<file path="src/rtl/seq_det_pkg.sv">
// Shared types and helpers for the runtime-programmable serial pattern detector.
package seq_det_pkg;

   localparam int unsigned SEQ_MAX_LEN = 8;
   localparam int unsigned LEN_W       = $clog2(SEQ_MAX_LEN + 1);
   localparam int unsigned MASK_W      = 32;

   typedef enum logic [1:0] {
      IDLE   = 2'd0,
      FILL   = 2'd1,
      DETECT = 2'd2
   } state_e;

   // Low 'len' bits set; callers narrow the result to their own pattern width.
   function automatic logic [MASK_W-1:0] len_mask(input int unsigned len);
      logic [MASK_W-1:0] m;
      if (len >= MASK_W) begin
         m = '1;
      end else begin
         m = (MASK_W'(1) << len) - MASK_W'(1);
      end
      return m;
   endfunction

endpackage

</file>
<file path="src/rtl/sat_counter.sv">
// Saturating up-counter with synchronous clear; clear beats increment.
module sat_counter #(
   parameter int unsigned W = 16
) (
   input  logic         clk,
   input  logic         reset,
   input  logic         clr,
   input  logic         inc,
   output logic [W-1:0] count
);

   logic [W-1:0] count_q;
   logic [W-1:0] count_d;

   always_comb begin
      count_d = count_q;
      if (clr) begin
         count_d = '0;
      end else if (inc && (count_q != '1)) begin
         count_d = count_q + W'(1);
      end
   end

   always_ff @(posedge clk) begin
      if (reset) begin
         count_q <= '0;
      end else begin
         count_q <= count_d;
      end
   end

   assign count = count_q;

endmodule

</file>
<file path="src/rtl/seq_pattern_detector.sv">
// Serial bit-pattern detector with runtime pattern/length/overlap and a saturating
// match tally. Oldest pattern bit sits at pat[len-1], newest at pat[0].
module seq_pattern_detector
   import seq_det_pkg::*;
#(
   parameter int unsigned MAX_LEN = 8,
   parameter int unsigned CNT_W   = 16
) (
   input  logic                           clk,
   input  logic                           reset,
   input  logic                           cfg_we,
   input  logic [MAX_LEN-1:0]             cfg_pattern,
   input  logic [$clog2(MAX_LEN+1)-1:0]   cfg_len,
   input  logic                           cfg_overlap,
   input  logic                           in_valid,
   input  logic                           in_bit,
   input  logic                           clr_count,
   output logic                           match,
   output logic [CNT_W-1:0]               match_count,
   output logic                           armed,
   output logic                           cfg_err
);

   localparam int unsigned CFG_LEN_W = $clog2(MAX_LEN + 1);

   state_e                 state_q, state_d;
   logic [MAX_LEN-1:0]     hist_q, hist_d;
   logic [CFG_LEN_W-1:0]   fill_q, fill_d;
   logic [MAX_LEN-1:0]     pat_q, pat_d;
   logic [CFG_LEN_W-1:0]   len_q, len_d;
   logic                   ovl_q, ovl_d;
   logic                   match_q, match_d;
   logic                   cfg_err_q, cfg_err_d;
   logic                   armed_q;

   logic                   cfg_legal_c;
   logic [MAX_LEN-1:0]     hist_n_c;
   logic [CFG_LEN_W-1:0]   fill_n_c;
   logic [MAX_LEN-1:0]     mask_c;
   logic                   hit_c;

   assign cfg_legal_c = (cfg_len != '0) && (cfg_len <= CFG_LEN_W'(MAX_LEN));
   assign hist_n_c    = MAX_LEN'({hist_q, in_bit});
   assign fill_n_c    = (fill_q == CFG_LEN_W'(MAX_LEN)) ? fill_q : fill_q + CFG_LEN_W'(1);
   assign mask_c      = MAX_LEN'(len_mask(32'(len_q)));

   // Next-state, datapath and output decode.
   always_comb begin
      state_d   = state_q;
      hist_d    = hist_q;
      fill_d    = fill_q;
      pat_d     = pat_q;
      len_d     = len_q;
      ovl_d     = ovl_q;
      match_d   = 1'b0;
      cfg_err_d = 1'b0;
      hit_c     = 1'b0;

      if (cfg_we) begin
         hist_d = '0;
         fill_d = '0;
         if (cfg_legal_c) begin
            pat_d   = cfg_pattern;
            len_d   = cfg_len;
            ovl_d   = cfg_overlap;
            state_d = FILL;
         end else begin
            pat_d     = '0;
            len_d     = '0;
            ovl_d     = 1'b0;
            cfg_err_d = 1'b1;
            state_d   = IDLE;
         end
      end else if (in_valid && (state_q != IDLE)) begin
         hist_d = hist_n_c;
         fill_d = fill_n_c;
         hit_c  = (fill_n_c >= len_q) && (((hist_n_c ^ pat_q) & mask_c) == '0);
         if (hit_c) begin
            match_d = 1'b1;
            if (ovl_q) begin
               state_d = DETECT;
            end else begin
               // Non-overlap: matched bits must not count toward the next hit.
               fill_d  = '0;
               state_d = FILL;
            end
         end else if (fill_n_c >= len_q) begin
            state_d = DETECT;
         end
      end
   end

   always_ff @(posedge clk) begin
      if (reset) begin
         state_q   <= IDLE;
         hist_q    <= '0;
         fill_q    <= '0;
         pat_q     <= '0;
         len_q     <= '0;
         ovl_q     <= 1'b0;
         match_q   <= 1'b0;
         cfg_err_q <= 1'b0;
         armed_q   <= 1'b0;
      end else begin
         state_q   <= state_d;
         hist_q    <= hist_d;
         fill_q    <= fill_d;
         pat_q     <= pat_d;
         len_q     <= len_d;
         ovl_q     <= ovl_d;
         match_q   <= match_d;
         cfg_err_q <= cfg_err_d;
         armed_q   <= (state_d != IDLE);
      end
   end

   sat_counter #(
      .W (CNT_W)
   ) u_match_cnt (
      .clk   (clk),
      .reset (reset),
      .clr   (clr_count),
      .inc   (hit_c),
      .count (match_count)
   );

   assign match   = match_q;
   assign armed   = armed_q;
   assign cfg_err = cfg_err_q;

endmodule

</file>
<file path="config.mk">
export PLATFORM = sky130hd
export DESIGN_NAME = seq_pattern_detector
export DESIGN_NICKNAME = d
export VERILOG_FILES = /design/src/rtl/seq_det_pkg.sv /design/src/rtl/sat_counter.sv /design/src/rtl/seq_pattern_detector.sv
export SDC_FILE = /design/constraint.sdc
export NUM_CORES = 1
export LEC_CHECK = 0
export ABC_AREA = 1
export CAP_MARGIN = 20
export CORE_MARGIN = 2
export CORE_UTILIZATION = 48
export DETAILED_ROUTE_END_ITERATION = 10
export PLACE_DENSITY = 0.76
export SLEW_MARGIN = 20
export SYNTH_ARGS = -nofsm -noshare
export SYNTH_HDL_FRONTEND = slang
export SYNTH_SLANG_ARGS = --single-unit
</file>
<file path="constraint.sdc">
create_clock -name clk -period 2.1 [get_ports clk]
set_input_delay 0.42 -clock clk [delete_from_list [all_inputs] [get_ports clk]]
set_output_delay 0.42 -clock clk [all_outputs]
set_load 0.01 [all_outputs]
</file>
==> metrics.md <==
| Metric | Value |
|---|---|
| Worst-path cell chain | `nor2_1 -> nand2_2 -> ha_1 -> nand3b_1 -> nand3_2 -> nor2_4 -> nand3_4 -> nor2_8 -> nand3_4 -> nand2_2 -> a21oi_2` |
| TritonCTS clock tree | `yes` |
| Top cell type's share of synthesized area | `36.6%` |
| Result of the run | `complete, but fails checks` |
| Area taken by flip-flops and latches | `903 um^2` |
| Transition time of the tightest slew-check pin | `461 ps` |
| DRC viols | `0` |
| Antenna viol nets, final | `0` |
| Die footprint | `5710 um^2` |
| Cell count after placement | `444` |
| Worst Hold Margin | `485 ps` |
| Fraction of layout instances using a drive strength above 1 | `19.2%` |
| RSZ-0062 raised after global routing | `true` |
| 1st-iter DRT viols | `149` |
| Worst EP arrival | `2400 ps` |
| First-pass GRT wire length | `9650 um` |
| Commonest non-fill, non-tap cell in the layout | `sky130_fd_sc_hd__nand2_1` |
| Data required time at the worst endpoint | `2290 ps` |
| Initial cell density of the core | `49.1%` |
| Number of cells in the finished layout apart from fillers | `460` |
| Synthesized netlist net count | `360` |
| Drt via density | `5.18` |
| Highest clock rate | `454 MHz` |
| Highest-count cells in the layout ignoring fill and taps | `55 x sky130_fd_sc_hd__nand2_1, 43 x sky130_fd_sc_hd__dfxtp_1, 40 x sky130_fd_sc_hd__inv_1` |
| Height of the die | `75.6 um` |
| Leakage power | `1.30 nW` |
| Pre-CTS WS | `-121 ps` |
| Clock transition at path regs | `90 ps` |
| Total GRT Usage | `22.0%` |
| Max-cap violation count | `0` |
| Multi-input gate area | `1430 um^2` |
| Most area-hungry cell type in the Yosys netlist | `sky130_fd_sc_hd__dfxtp_1` |
| Min setup slack post-route | `-101 ps` |
| Gpl congestion | `0.822` |
| Slowest library cell on the worst path | `sky130_fd_sc_hd__dfxtp_1` |
| I/O Pins | `38` |
| Clock Sink Count | `45` |
| Largest voltage drop on the vdd net | `0.000324 V` |
| Total number of vias | `2385` |
| Total global routing overflow | `0` |
| Filler instances | `446` |
| Maximum count of clock buffers along a single path | `2` |
| Cell count after synthesis | `333` |
| Nets | `416` |
| Drt first pass iters | `5` |
| Number of synthesized register bits | `45` |
| Skew-Pair Late Insertion Delay | `300 ps` |
| Number of global-route vias before repair | `2162` |
| Initial antenna violation count | `0` |
| Half-perimeter wire length after placement | `4230 um` |
| Worst Path Class, Setup | `reg -> reg` |
| Number of standard-cell rows in the floorplan | `26` |
| Area growth, synth to finish | `33.6%` |
| Average instance area after synthesis | `7.38 um^2` |
| Endpoints failing hold | `0` |
| Largest fanout on the critical path | `8` |
| Largest stage delay, worst path | `370 ps` |
| Most area-consuming cells after synthesis | `sky130_fd_sc_hd__dfxtp_1 37%, sky130_fd_sc_hd__nand2_1 9.9%, sky130_fd_sc_hd__inv_1 6.6%` |
| Post-synthesis cell type count | `30` |
| Horizontal die dimension | `75.6 um` |
| Largest net degree at the start of global routing | `17` |
| Antenna Diode Count | `0` |
| Family with the most delay on the worst path | `simple AND/OR/NAND/NOR gates` |
| Cell area after synthesis | `2460 um^2` |
| Type of the worst min-delay path | `reg -> reg` |
| Inserted Clock Buffers | `5` |
| Final max-slew violation count | `0` |
| Minimum clock period after layout | `2200 ps` |
| Sum of routed wire length over all layers | `6000 um` |
| Per-cell routed wire length | `13.0 um` |
| Core ar. | `5010 um^2` |
| Violations in the final reports | `setup timing` |
| Buffers plus inverters on the worst setup path | `0` |
| Number of input and output port buffers inserted | `37` |
| H-Tree Depth | `2` |
| Headroom to the max-slew limit | `69.2%` |
| Final setup violation count | `23` |
| Core occupancy in the finished layout | `65.6%` |
| Final total power | `1.83 mW` |
| Power density over the cells | `556 nW/um^2` |
| Yosys warning total | `0` |
| Worst clock skew | `6.27 ps` |
| Sequential fraction of the synthesis area | `36.6%` |
| Final period utilization | `105%` |
| Clock Root Buffer | `sky130_fd_sc_hd__clkbuf_8` |
| Critical Path Start Type | `flip-flop` |
| Critical path capture point type | `flip-flop` |
sequential cells by signal (all words and copies together), names as in the netlist:
name and cells:
ovl_q 1, match 1, len_q 4, pat_q 8, cfg_err 1, fill_q 4
armed 1, hist_q 7, state_q 2, u_match_cnt.count 16
metrics by stage:
| stage | cell area, um^2 | setup TNS (ps) |
|---|---|---|
| after floorplan | 2470 | 0 |
| after global placement | 3010 | -2.93 |
| after detailed placement | 3010 | -1700 |
| after CTS | 3180 | -555 |
| after global routing | 3280 | -4490 |
| final | 3280 | -1580 |
routing by layer:
metal,track usage (%),part of all wire (%),up-vias
met5,0,0,-
met4,6.04,0.90,0
met3,4.76,4.9,6
met2,38.8,51,67
met1,27.2,44,1104
li1,-,-,1208
timing repair:
item                       4_1_cts  5_1_grt
setup endpoints to repair       21       24
gates resized for setup          8       19
hold buffers                     0        0
cloned                           1        1
pin swaps                        5       20
buffers inserted                 3        3
cells in the mapped netlist:
cell type and count:
sky130_fd_sc_hd__nand3_1 24, sky130_fd_sc_hd__nor2_8 1, sky130_fd_sc_hd__or2_1 1, sky130_fd_sc_hd__nand3_4 2, sky130_fd_sc_hd__inv_1 43, sky130_fd_sc_hd__buf_1 1
sky130_fd_sc_hd__a211oi_1 1, sky130_fd_sc_hd__nand3_2 4, sky130_fd_sc_hd__nor3_1 1, sky130_fd_sc_hd__buf_2 3, sky130_fd_sc_hd__dfxtp_1 45, sky130_fd_sc_hd__nand4_1 20
sky130_fd_sc_hd__nand2_2 4, sky130_fd_sc_hd__nor2_2 1, sky130_fd_sc_hd__o21bai_1 2, sky130_fd_sc_hd__xnor2_1 6, sky130_fd_sc_hd__nand2_1 65, sky130_fd_sc_hd__xor2_1 13
sky130_fd_sc_hd__nand3b_1 2, sky130_fd_sc_hd__ha_1 8, sky130_fd_sc_hd__nor2_1 21, sky130_fd_sc_hd__a31oi_4 1, sky130_fd_sc_hd__o21ai_0 12, sky130_fd_sc_hd__inv_2 4
sky130_fd_sc_hd__nor2_4 2, sky130_fd_sc_hd__a21oi_1 27, sky130_fd_sc_hd__clkbuf_1 6, sky130_fd_sc_hd__o22ai_1 10, sky130_fd_sc_hd__buf_6 2, sky130_fd_sc_hd__nor4_1 1
path summary, 6_finish.rpt:
kind                          start                            endpoint  slack, ps  depth (start not counted)
min          hist_q[6]$_SDFFE_PP0P_              hist_q[6]$_SDFFE_PP0P_        480                          2
min reg2reg  hist_q[6]$_SDFFE_PP0P_              hist_q[6]$_SDFFE_PP0P_        480                          2
max           len_q[1]$_SDFFE_PP0P_  u_match_cnt.count[14]$_SDFFE_PP0P_       -100                         11
max reg2reg   len_q[1]$_SDFFE_PP0P_  u_match_cnt.count[14]$_SDFFE_PP0P_       -100                         11
final cells by class:
class                      count  area share, %
clock inverter                 1          0.152
tap                           70           2.67
timing repair buffer          60           17.8
multi-input combinational    230           43.5
clock buffer                   7           2.93
inverter                      47           5.37
sequential                    45           27.5
power by group:
| group | leakage, nW | switching [mW] | internal (mW) | total (mW) |
|---|---|---|---|---|
| clock | 0.0542 | 0.299 | 0.298 | 0.597 |
| combinational | 0.885 | 0.178 | 0.167 | 0.345 |
| sequential | 0.366 | 0.0123 | 0.872 | 0.884 |
| total | 1.30 | 0.490 | 1.34 | 1.83 |
kinds of logic (layout without fill, tap and decap cells):
family                     Yosys count  count (layout)  share of synthesized area [%]
xor gates and xnor gates            19              19                           6.77
adders and majority gates            8               8                           4.07
buffers and inverters               59             115                           9.77
AOI/OAI and AO/OA                   53              53                           12.3
DFF                                 45              45                           36.6
and+or+nand+nor                    149             150                           30.5
worst reg2reg max path, stage by stage (launching register included):
cell,delay (ps)
sky130_fd_sc_hd__dfxtp_1,370
sky130_fd_sc_hd__nor2_1,260
sky130_fd_sc_hd__nand2_2,110
sky130_fd_sc_hd__ha_1,280
sky130_fd_sc_hd__nand3b_1,130
sky130_fd_sc_hd__nand3_2,110
sky130_fd_sc_hd__nor2_4,110
sky130_fd_sc_hd__nand3_4,110
sky130_fd_sc_hd__nor2_8,220
sky130_fd_sc_hd__nand3_4,200
sky130_fd_sc_hd__nand2_2,140
sky130_fd_sc_hd__a21oi_2,50
(Power assumes the default switching activity.)
